File: src/rtl/approx_mul_rr_sched.sv
// Round-robin front end for a shared 8x8 approximate multiplier array, with two-stage reduction pipeline.
// Optional performance counters are enabled by defining APPROX_MUL_PERF_CNT_EN.
module approx_mul_rr_sched #(
    parameter int NREQ = 4,
    parameter int ID_W = $clog2(NREQ)
) (
    input  logic              clk,
    input  logic              rst_n,
    input  logic [NREQ-1:0]   req_valid,
    output logic [NREQ-1:0]   req_ready,
    input  logic [8*NREQ-1:0] req_x,
    input  logic [8*NREQ-1:0] req_y,
    output logic [7:0]        mul_x,
    output logic [7:0]        mul_y,
    input  logic [27:0]       arr_b,
    input  logic [35:0]       arr_t,
    output logic              rsp_valid,
    input  logic              rsp_ready,
    output logic [ID_W-1:0]   rsp_id,
    output logic [15:0]       rsp_p
`ifdef APPROX_MUL_PERF_CNT_EN
    ,
    output logic [31:0]       perf_issue_cnt,
    output logic [31:0]       perf_stall_cnt
`endif
);

    logic            p1_valid_q, p1_valid_d;
    logic [27:0]     p1_b_q, p1_b_d;
    logic [35:0]     p1_t_q, p1_t_d;
    logic [ID_W-1:0] p1_id_q, p1_id_d;
    logic            p2_valid_q, p2_valid_d;
    logic [ID_W-1:0] p2_id_q, p2_id_d;
    logic [15:0]     p2_p_q, p2_p_d;
    logic [ID_W-1:0] rr_ptr_q, rr_ptr_d;

    logic            p1_adv, issue_ok;
    logic            found;
    logic [ID_W-1:0] gnt_id;
    logic            gnt;

    function automatic logic [15:0] reduce(input logic [27:0] b,
                                           input logic [35:0] t);
        logic [17:0] s;
        s = '0;
        for (int k = 0; k < 4; k++) begin
            s = s + (18'(t[9*k +: 9]) << (2*k));
            s = s + (18'(b[7*k +: 7]) << (2*k + 2));
        end
        return s[15:0];
    endfunction

    assign p1_adv   = !p2_valid_q || rsp_ready;
    assign issue_ok = !p1_valid_q || p1_adv;

    // Two passes: indices at/after the pointer first, then the wrapped ones.
    always_comb begin
        found  = 1'b0;
        gnt_id = '0;
        for (int i = 0; i < NREQ; i++) begin
            if (!found && req_valid[i] && ID_W'(i) >= rr_ptr_q) begin
                found  = 1'b1;
                gnt_id = ID_W'(i);
            end
        end
        for (int i = 0; i < NREQ; i++) begin
            if (!found && req_valid[i] && ID_W'(i) < rr_ptr_q) begin
                found  = 1'b1;
                gnt_id = ID_W'(i);
            end
        end
    end

    assign gnt = found && issue_ok && rst_n;

    always_comb begin
        req_ready = '0;
        mul_x     = 8'h00;
        mul_y     = 8'h00;
        for (int i = 0; i < NREQ; i++) begin
            if (gnt && gnt_id == ID_W'(i)) begin
                req_ready[i] = 1'b1;
                mul_x        = req_x[8*i +: 8];
                mul_y        = req_y[8*i +: 8];
            end
        end
    end

    always_comb begin
        rr_ptr_d = rr_ptr_q;
        if (gnt) begin
            rr_ptr_d = (gnt_id == ID_W'(NREQ-1)) ? '0 : gnt_id + 1'b1;
        end
    end

    always_comb begin
        p1_valid_d = issue_ok ? gnt : p1_valid_q;
        p1_b_d     = gnt ? arr_b  : p1_b_q;
        p1_t_d     = gnt ? arr_t  : p1_t_q;
        p1_id_d    = gnt ? gnt_id : p1_id_q;
    end

    always_comb begin
        p2_valid_d = p1_adv ? p1_valid_q : p2_valid_q;
        p2_id_d    = p2_id_q;
        p2_p_d     = p2_p_q;
        if (p1_adv && p1_valid_q) begin
            p2_id_d = p1_id_q;
            p2_p_d  = reduce(p1_b_q, p1_t_q);
        end
    end

    always_ff @(posedge clk or negedge rst_n) begin
        if (!rst_n) begin
            p1_valid_q <= 1'b0;
            p1_b_q     <= '0;
            p1_t_q     <= '0;
            p1_id_q    <= '0;
            p2_valid_q <= 1'b0;
            p2_id_q    <= '0;
            p2_p_q     <= '0;
            rr_ptr_q   <= '0;
        end else begin
            p1_valid_q <= p1_valid_d;
            p1_b_q     <= p1_b_d;
            p1_t_q     <= p1_t_d;
            p1_id_q    <= p1_id_d;
            p2_valid_q <= p2_valid_d;
            p2_id_q    <= p2_id_d;
            p2_p_q     <= p2_p_d;
            rr_ptr_q   <= rr_ptr_d;
        end
    end

    assign rsp_valid = p2_valid_q;
    assign rsp_id    = p2_id_q;
    assign rsp_p     = p2_p_q;

`ifdef APPROX_MUL_PERF_CNT_EN
    logic [31:0] issue_cnt_q, issue_cnt_d;
    logic [31:0] stall_cnt_q, stall_cnt_d;

    always_comb begin
        issue_cnt_d = issue_cnt_q + {31'd0, gnt};
        stall_cnt_d = stall_cnt_q + {31'd0, (p2_valid_q && !rsp_ready)};
    end

    always_ff @(posedge clk or negedge rst_n) begin
        if (!rst_n) begin
            issue_cnt_q <= '0;
            stall_cnt_q <= '0;
        end else begin
            issue_cnt_q <= issue_cnt_d;
            stall_cnt_q <= stall_cnt_d;
        end
    end

    assign perf_issue_cnt = issue_cnt_q;
    assign perf_stall_cnt = stall_cnt_q;
`endif

endmodule
File: config.mk
export PLATFORM = sky130hd
export DESIGN_NAME = approx_mul_rr_sched
export DESIGN_NICKNAME = d
export VERILOG_FILES = /design/src/rtl/approx_mul_rr_sched.sv
export SDC_FILE = /design/constraint.sdc
export NUM_CORES = 1
export LEC_CHECK = 0
export CORE_MARGIN = 3
export CORE_UTILIZATION = 35
export DETAILED_ROUTE_END_ITERATION = 10
export DONT_BUFFER_PORTS = 1
export GPL_ROUTABILITY_DRIVEN = 0
export PLACE_DENSITY = 0.53
export SYNTH_ARGS = -nofsm -noshare
export SYNTH_HDL_FRONTEND = slang
export SYNTH_SLANG_ARGS = --single-unit
File: constraint.sdc
create_clock -name clk -period 5.3 [get_ports clk]
set_clock_uncertainty 0.2 [all_clocks]
set_input_delay 1.06 -clock clk [delete_from_list [all_inputs] [get_ports clk]]
set_output_delay 1.06 -clock clk [all_outputs]
set_load 0.01 [all_outputs]
# Word level (Yosys, flattened, before mapping)
# Index checks and enable logic that the tools add are counted.
dict set report op_classes {
  reduce_logical 34
  n_eq_ne 3
  addsub 8
  n_mux 28
  order_cmp 8
}
# operator count
set ops {}
lappend ops {{$mux 8} 8}
lappend ops {{$logic_and 1x1->1} 22}
lappend ops {{$add 15x15->16} 1}
lappend ops {{$add 16x15->16} 1}
lappend ops {{$add 14x13->15} 1}
lappend ops {{$add 13x13->14} 1}
lappend ops {{$mux 2} 7}
lappend ops {{$add 12x11->13} 1}
lappend ops {{$mux 1} 13}
lappend ops {{$add 10x11->12} 1}
lappend ops {{$add 9x9->10} 1}
lappend ops {{$logic_not 1->1} 9}
lappend ops {{$eq 2x2->1 const B} 2}
lappend ops {{$ge 1x2->1 const A} 2}
lappend ops {{$ge 2x2->1 const A} 2}
lappend ops {{$lt 1x2->1 const A} 2}
lappend ops {{$lt 2x2->1 const A} 2}
lappend ops {{$add 2x1->2 const B} 1}
lappend ops {{$eq 2x1->1 const B} 1}
lappend ops {{$logic_not 2->1} 1}
lappend ops {{$logic_or 1x1->1} 2}
dict set report word_totals {
  inputBits 135
  register_bits 88
  elab_cells 89
}

# Longest topological paths before layout
# Gate-level depths: netlist (run 1).
dict set report logic_depth {
  ltp_word 38
  ltp_mapped 13
  mapped_depth_nobuf 13
}

# Least setup slack after synthesis (run 1)
# OpenSTA, ideal clock, no wires.
dict set report synth_timing {
  path_type {reg2reg}
  startpoint {reg p1_b_q[4]}
  endpoint {reg p2_p_q[14] (netlist: rsp_p[14])}
  path_stages_with_launch 14
  arrival_ps 3909
  required_time_ps 4971
  path_buffers 0
  synth_period_minus_slack_ps 4237
  path_slack_ps 1063
  path_cell_list {dfrtp_1 > fa_1 > inv_1 > fa_1 > fa_1 > inv_1 > ha_1 > ha_1 > fa_1 > a21o_1 > a21o_2 > a2111oi_2 > or4_1 > nand3_1}
}
dict set report synth_between {
  elab_chain_cells 7
}
# item line
set synth_rtl {}
lappend synth_rtl {{from (decl)} 29} ;# logic [27:0] p1_b_q, p1_b_d;
lappend synth_rtl {{from (signal assigned)} 125} ;# p1_b_q <= p1_b_d;
lappend synth_rtl {{$add 9x9->10} 48} ;# s = s + (18'(b[7*k +: 7]) << (2*k + 2));
lappend synth_rtl {{$add 10x11->12} 47} ;# s = s + (18'(t[9*k +: 9]) << (2*k));
lappend synth_rtl {{$add 12x11->13} 48}
lappend synth_rtl {{$add 13x13->14} 47}
lappend synth_rtl {{$add 14x13->15} 48}
lappend synth_rtl {{$add 15x15->16} 47}
lappend synth_rtl {{$add 16x15->16} 48}
lappend synth_rtl {{to (signal assigned)} 130} ;# p2_p_q <= p2_p_d;
lappend synth_rtl {{to (decl)} 34} ;# logic [15:0] p2_p_q, p2_p_d;
# Every way passes these cells.
# A chain may end at the register's enable or synchronous reset.

# Worst setup path in the final report (run 1)
dict set report layout_timing {
  startpoint {in req_valid[0]}
  endpoint {out mul_x[6]}
}
dict set report layout_between {
  elab_chain_cells 37
}
# item line
set layout_rtl {}
lappend layout_rtl {{from (decl)} 9} ;# input logic [NREQ-1:0] req_valid,
lappend layout_rtl {{$logic_and 1x1->1} 61} ;# if (!found && req_valid[i] && ID_W'(i) >= rr_ptr_q) begin
lappend layout_rtl {{$mux 1} 61}
lappend layout_rtl {{$logic_not 1->1} 61}
lappend layout_rtl {{$logic_and 1x1->1 (2 in series)} 61}
lappend layout_rtl {{$mux 1} 61}
lappend layout_rtl {{$logic_not 1->1} 61}
lappend layout_rtl {{$logic_and 1x1->1 (2 in series)} 61}
lappend layout_rtl {{$mux 1} 61}
lappend layout_rtl {{[15 not listed]} n/a}
lappend layout_rtl {{$mux 1} 67} ;# if (!found && req_valid[i] && ID_W'(i) < rr_ptr_q) begin
lappend layout_rtl {{$logic_not 1->1} 67}
lappend layout_rtl {{$logic_and 1x1->1 (2 in series)} 67}
lappend layout_rtl {{$mux 1} 67}
lappend layout_rtl {{$logic_and 1x1->1 (2 in series)} 74} ;# assign gnt = found && issue_ok && rst_n;
lappend layout_rtl {{$logic_and 1x1->1} 81} ;# if (gnt && gnt_id == ID_W'(i)) begin
lappend layout_rtl {{$mux 8 (3 in series)} 81}
lappend layout_rtl {{$mux 8 (*)} 81}
lappend layout_rtl {{to (decl)} 13} ;# output logic [7:0] mul_x,
# Every way passes the cells marked *; elsewhere a longest branch is shown, timed or not.

==> results of run 1 <==
-- state kept, by name (all words and copies together), names as in the netlist --
name	cells
p1_t_q	36
p1_b_q	28
rr_ptr_q	2
rsp_valid	1
rsp_p	16
p1_valid_q	1
rsp_id	2
p1_id_q	2
-- power by group through the flow --
stage | logic (uW) | registers (uW) | clock network, uW
floorplan | 2020 | 954 | 0
global placement | 2470 | 987 | 0
detailed placement | 2500 | 991 | 0
CTS | 2530 | 979 | 722
global route | 2860 | 998 | 755
finish | 2480 | 974 | 699
-- cell families (layout without fill, tap and decap cells) --
| logic type | count (synthesis) | in the layout | synth area share [%] |
|---|---|---|---|
| buffers and inverters | 56 | 47 | 4.44 |
| muxes | 10 | 10 | 2.04 |
| xor gates and xnor gates | 5 | 5 | 0.801 |
| and+or+nand+nor | 282 | 282 | 22.1 |
| adders and majority gates | 69 | 69 | 21.0 |
| DFF | 88 | 88 | 40.3 |
| AOI/OAI and AO/OA | 75 | 75 | 9.38 |
-- cell type report --
cell class | instances | area share (%)
multi-input combinational | 441 | 50.8
sequential | 88 | 36.9
tap | 211 | 4.42
clock buffer | 12 | 4.29
inverter | 25 | 1.57
clock inverter | 4 | 1.28
timing repair buffer | 6 | 0.754
-- per-layer routing --
metal	up-vias	GRT usage, %	wire [um]
met5	-	0	0
met4	0	4.17	138
met3	11	4.80	861
met2	118	23.4	6200
met1	1852	20.0	5560
li1	1893	-	-
-- placed cells by master, fill, tap and decap left out, types with 2 or more instances in the layout --
cell,instances
a2111oi_2,2
a211oi_1,2
a21o_1,2
a21oi_1,25
a221oi_1,17
and2_1,4
buf_4,6
bufinv_16,2
clkbuf_16,9
clkbuf_8,2
dfrtp_1,88
fa_1,38
ha_1,31
inv_1,25
mux2_2,9
nand2_1,198
nand2b_1,3
nand3_1,5
nor2_1,20
nor2b_1,18
nor3_1,18
nor3b_1,6
o21ai_0,16
o21ai_2,2
or4_1,3
xnor2_1,3
xor2_1,2
-- Yosys cell counts, types with 2 or more instances --
| master | number | area share (%) |
|---|---|---|
| a2111oi_2 | 2 | 0.55 |
| a211oi_1 | 2 | 0.27 |
| a21o_1 | 2 | 0.27 |
| a21oi_1 | 26 | 2.4 |
| a221oi_1 | 17 | 2.7 |
| and2_1 | 4 | 0.46 |
| buf_2 | 19 | 1.7 |
| clkbuf_1 | 10 | 0.69 |
| dfrtp_1 | 88 | 40 |
| fa_1 | 38 | 14 |
| ha_1 | 31 | 7.1 |
| inv_1 | 25 | 1.7 |
| mux2_2 | 9 | 1.9 |
| nand2_1 | 198 | 14 |
| nand2b_1 | 4 | 0.46 |
| nand3_1 | 5 | 0.46 |
| nor2_1 | 20 | 1.4 |
| nor2b_1 | 18 | 2.1 |
| nor3_1 | 18 | 1.6 |
| nor3b_1 | 6 | 0.82 |
| o21ai_0 | 16 | 1.5 |
| o21ai_2 | 2 | 0.32 |
| or4_1 | 3 | 0.41 |
| xnor2_1 | 3 | 0.48 |
| xor2_1 | 2 | 0.32 |
-- per-stage QoR --
step / cell area, sq um / utilization, %
floorplan: 5470 / -
global placement: 5640 / 37.0
detailed placement: 5640 / 37.0
CTS: 5980 / 39.2
global route: 5980 / 39.2
finish: 5980 / 39.2
-- worst paths after layout --
check,startpoint,to,slack [ps],depth (start not counted)
min in group clk,p1_t_q[1],p1_t_q[1],280,2
worst max-delay path,req_valid[0],mul_x[6],630,10
worst max register to register,p1_b_q[4],rsp_p[14],880,13
worst min-delay path,rst_n,rsp_p[11],220,0
worst min register to register,p1_t_q[1],p1_t_q[1],280,2
max in group asynchronous,rst_n,rsp_id[1],4490,0
-- critical path, stage by stage --
cell	delay, ps
a21oi_1	130
o21a_1	120
o22ai_1	130
ha_1	210
buf_4	190
nor2b_1	820
a221oi_1	180
nor3_1	290
a21oi_1	70
nor2_1	190
==> results_dict.tcl, run 1 <==
set metrics [dict create \
    outcome "finished clean" \
    instances_no_fill 787 \
    cts_tree "yes" \
    seq_power_share_pct 23.4 \
    yosysWarnings 0 \
    power_density_nw_per_um2 696 \
    syn_inst 585 \
    synth_nets 789 \
    dp.cells 771 \
    ys_types 42 \
    nets 775 \
    ant_nets 0 \
    hpwlAfterDp_um 10000 \
    synthArstFlopShare_pct 100 \
    die-area_sq_um 17200 \
    drive_above_1_share_pct 7.29 \
    total_power_uw 4160 \
    synth.avg_cell_area_sq_um 9.35 \
    fin_crit_sh_pct 88.0 \
    wl_per_cell_um 16.2 \
    syn-cell-area_sq_um 5470 \
    coreArea_sq_um 15300 \
    die_h_um 131 \
    grt_use_total_pct 15.0 \
    peakVddDrop_uv 355 \
    grt_pass1_wl_um 19500 \
    switching_share_pct 42.7 \
    clk_pin_slew_ps 60 \
    crit_path_end_kind "output port" \
    drt-vias-per-instance 4.92 \
    grt_pass1_vias 3838 \
    antenna_found_initial 0 \
    synth-seq-cells 88 \
    ios 174 \
    power.switching_uw 1780 \
    cts-root-buf "clkbuf_16" \
    regArea_sq_um 2200 \
    cts_setup_buffers 0 \
    hold_viol 0 \
    setup_ws_ps 634 \
    tns_ps 0 \
    p_leak_uw 0.00288 \
    internal_power_uw 2380 \
    diodes 0 \
    area_delta_synth_final_pct 9.27 \
    vias 3874 \
    tightest_slew_ps 1060 \
    cts_buffers 9 \
    clockBufferDepth 2 \
    hold_slack_ps 221 \
    arrival_ps 3410 \
    worstHoldPathType "in2async" \
    fin_crit_ps 4670 \
    rsz0062_at_grt "no" \
    synth_edf_count 0 \
    setup-violations-final 0 \
    critPathRequiredTime_ps 4040 \
    overflow 0 \
    relSlewSlack_pct 29.5 \
    portBuffers 0 \
    die_x_um 131 \
    slew_violations 0 \
    place_ws_ps 607 \
    grt_max_degree 90 \
    maxCapViolCount 0 \
    power_frac_comb_pct 59.8 \
    drtIter0Drc 134 \
    finalWirelength_um 12800 \
    startpoint_type "primary input" \
    ctsHoldBuffers 0 \
    cts_sinks 88 \
    start_util_pct 35.8 \
    rows 45 \
    multiInputGateArea_sq_um 3040 \
    fill_cells 1526 \
    max_freq_ghz 0.214 \
    post-route-drc-count 0 \
    htreeDepth 3 \
    worstSkewPairLatency_ps 340 \
    synth_ff_type "dfrtp_1" \
    crit_fanout 18 \
    first_pass_iters 4 \
    p_clk_share_pct 16.8 \
    critPathKind "in2out" \
    postCtsResizedCells 0 \
    ys_seq_area_share_pct 40.3 \
]
Note: power is estimated with default switching activity, not from simulation.
==> run 2, diff against run 1 <==
--- a/config.mk
+++ b/config.mk
@@ -10,6 +10,7 @@
 export DETAILED_ROUTE_END_ITERATION = 10
 export DONT_BUFFER_PORTS = 1
 export GPL_ROUTABILITY_DRIVEN = 0
+export MAX_ROUTING_LAYER = met4
 export PLACE_DENSITY = 0.53
 export SYNTH_ARGS = -nofsm -noshare
 export SYNTH_HDL_FRONTEND = slang
==> results_dict.tcl, run 2 (synthesis results as in run 1) <==
set metrics [dict create \
    cts_buffers 9 \
    portBuffers 0 \
    fill_cells 1526 \
    die_x_um 131 \
    ctsHoldBuffers 0 \
    drive_above_1_share_pct 7.29 \
    final_core_util_pct 39.2 \
    crit_family "simple AND/OR/NAND/NOR gates" \
    relSlewSlack_pct 27.8 \
    die-area_sq_um 17200 \
    tightest_slew_ps 1080 \
    postCtsResizedCells 0 \
    grt_pass1_vias 3830 \
    largest_reg_flops 36 \
    p_leak_uw 0.00288 \
    crit_path_frequent_cell "a21oi_1" \
    hpwlAfterDp_um 10000 \
    clk_pin_slew_ps 60 \
    max_freq_ghz 0.213 \
    maxCapViolCount 0 \
    nets 775 \
    drtIter0Drc 142 \
    final_common_cell "nand2_1" \
    grt_use_total_pct 15.5 \
    cts_sinks 88 \
    cts_tree "yes" \
    crit_path_end_kind "output port" \
    drt-vias-per-instance 4.95 \
    rsz0062_at_grt "no" \
    cts-root-buf "clkbuf_16" \
    area_delta_synth_final_pct 9.27 \
    start_util_pct 35.8 \
    peakVddDrop_uv 356 \
    wl_per_cell_um 16.2 \
    tns_ps 0 \
    post-route-drc-count 0 \
    cp_num_buf_inv 1 \
    worstHoldPathType "in2async" \
    power_density_nw_per_um2 695 \
    htreeDepth 3 \
    fin_crit_ps 4700 \
    coreArea_sq_um 15300 \
    startpoint_type "primary input" \
    ios 174 \
    vias 3897 \
    cts_setup_buffers 0 \
    clockBufferDepth 2 \
    critical-path-max-stage-delay_ps 840 \
    ant_nets 0 \
    grt_pass1_wl_um 19600 \
    antenna_found_initial 0 \
    diodes 0 \
    outcome "finished clean" \
    critPathKind "in2out" \
    crit_fanout 18 \
    finalWirelength_um 12800 \
    fin_crit_sh_pct 88.6 \
    overflow 0 \
    setup-violations-final 0 \
    crit_path_cell_trace "a21oi_1 > o21a_1 > o22ai_1 > ha_1 > buf_4 > nor2b_1 > a221oi_1 > nor3_1 > a21oi_1 > nor2_1" \
    arrival_ps 3440 \
    critPathRequiredTime_ps 4040 \
    die_h_um 131 \
    rows 45 \
    mostFrequentLayoutCells "198 x nand2_1, 88 x dfrtp_1, 38 x fa_1, 31 x ha_1" \
    regMostFlops "p1_t_q" \
    hold_viol 0 \
    grt_max_degree 90 \
    critPathSlowestCell "nor2b_1" \
    worstSkewPairLatency_ps 340 \
    slew_violations 0 \
    first_pass_iters 4 \
]
run 2: cell counts in the layout (fill, tap and decap cells not counted):
Identical to the previous run, type by type.
run 2: metrics by stage:
step	area (sq um)	hold WS, ps	total power [uW]	worst slack (ps)	std cells
after floorplan	5470	242	2980	1060	585
after global placement	5640	258	3450	784	771
after detailed placement	5640	263	3490	607	771
after CTS	5980	198	4230	605	787
after global routing	5980	189	4610	339	787
final	5980	221	4150	605	787
run 2: layout make-up:
class | instances | area [sq um] | share of cell area [%]
multi-input combinational | 441 | 3040 | 50.8
sequential | 88 | 2200 | 36.9
tap | 211 | 264 | 4.42
clock buffer | 12 | 256 | 4.29
inverter | 25 | 93.8 | 1.57
clock inverter | 4 | 76.3 | 1.28
timing repair buffer | 6 | 45.0 | 0.754
run 2: power by group:
group          internal [uW]  leakage [uW]  total [uW]  switching [uW]
Sequential               831       0.00107         973             142
Clock                    440      0.000159         699             260
Combinational           1110       0.00165        2480            1370
Total                   2380       0.00288        4150            1770
run 2: final timing paths:
check                        startpoint        end  slack (ps)  depth (start not counted)
max                        req_valid[0]   mul_x[6]         600                         10
min                               rst_n   rsp_p[2]         220                          0
max reg2reg                   p1_b_q[4]  rsp_p[14]         880                         13
min reg2reg                   p1_t_q[1]  p1_t_q[1]         280                          2
max in group asynchronous         rst_n  rsp_p[12]        4490                          0
min in group clk              p1_t_q[1]  p1_t_q[1]         280                          2
run 2: routing by layer:
| layer | up-vias | track usage [%] | share of wire, % |
|---|---|---|---|
| met4 | 0 | 4.17 | 1.1 |
| met2 | 137 | 23.7 | 49 |
| met1 | 1858 | 20.2 | 44 |
| met3 | 11 | 4.39 | 6.3 |
| met5 | - | - | 0 |
| li1 | 1891 | - | - |
run 2: worst reg2reg max path: cells and delay by family (launching register included):
family          cells  cell delay (ps)
fa+ha+maj           6             2540
compound gates      3              840
flops               1              400
simple gates        2              230
buf+inv             2               90
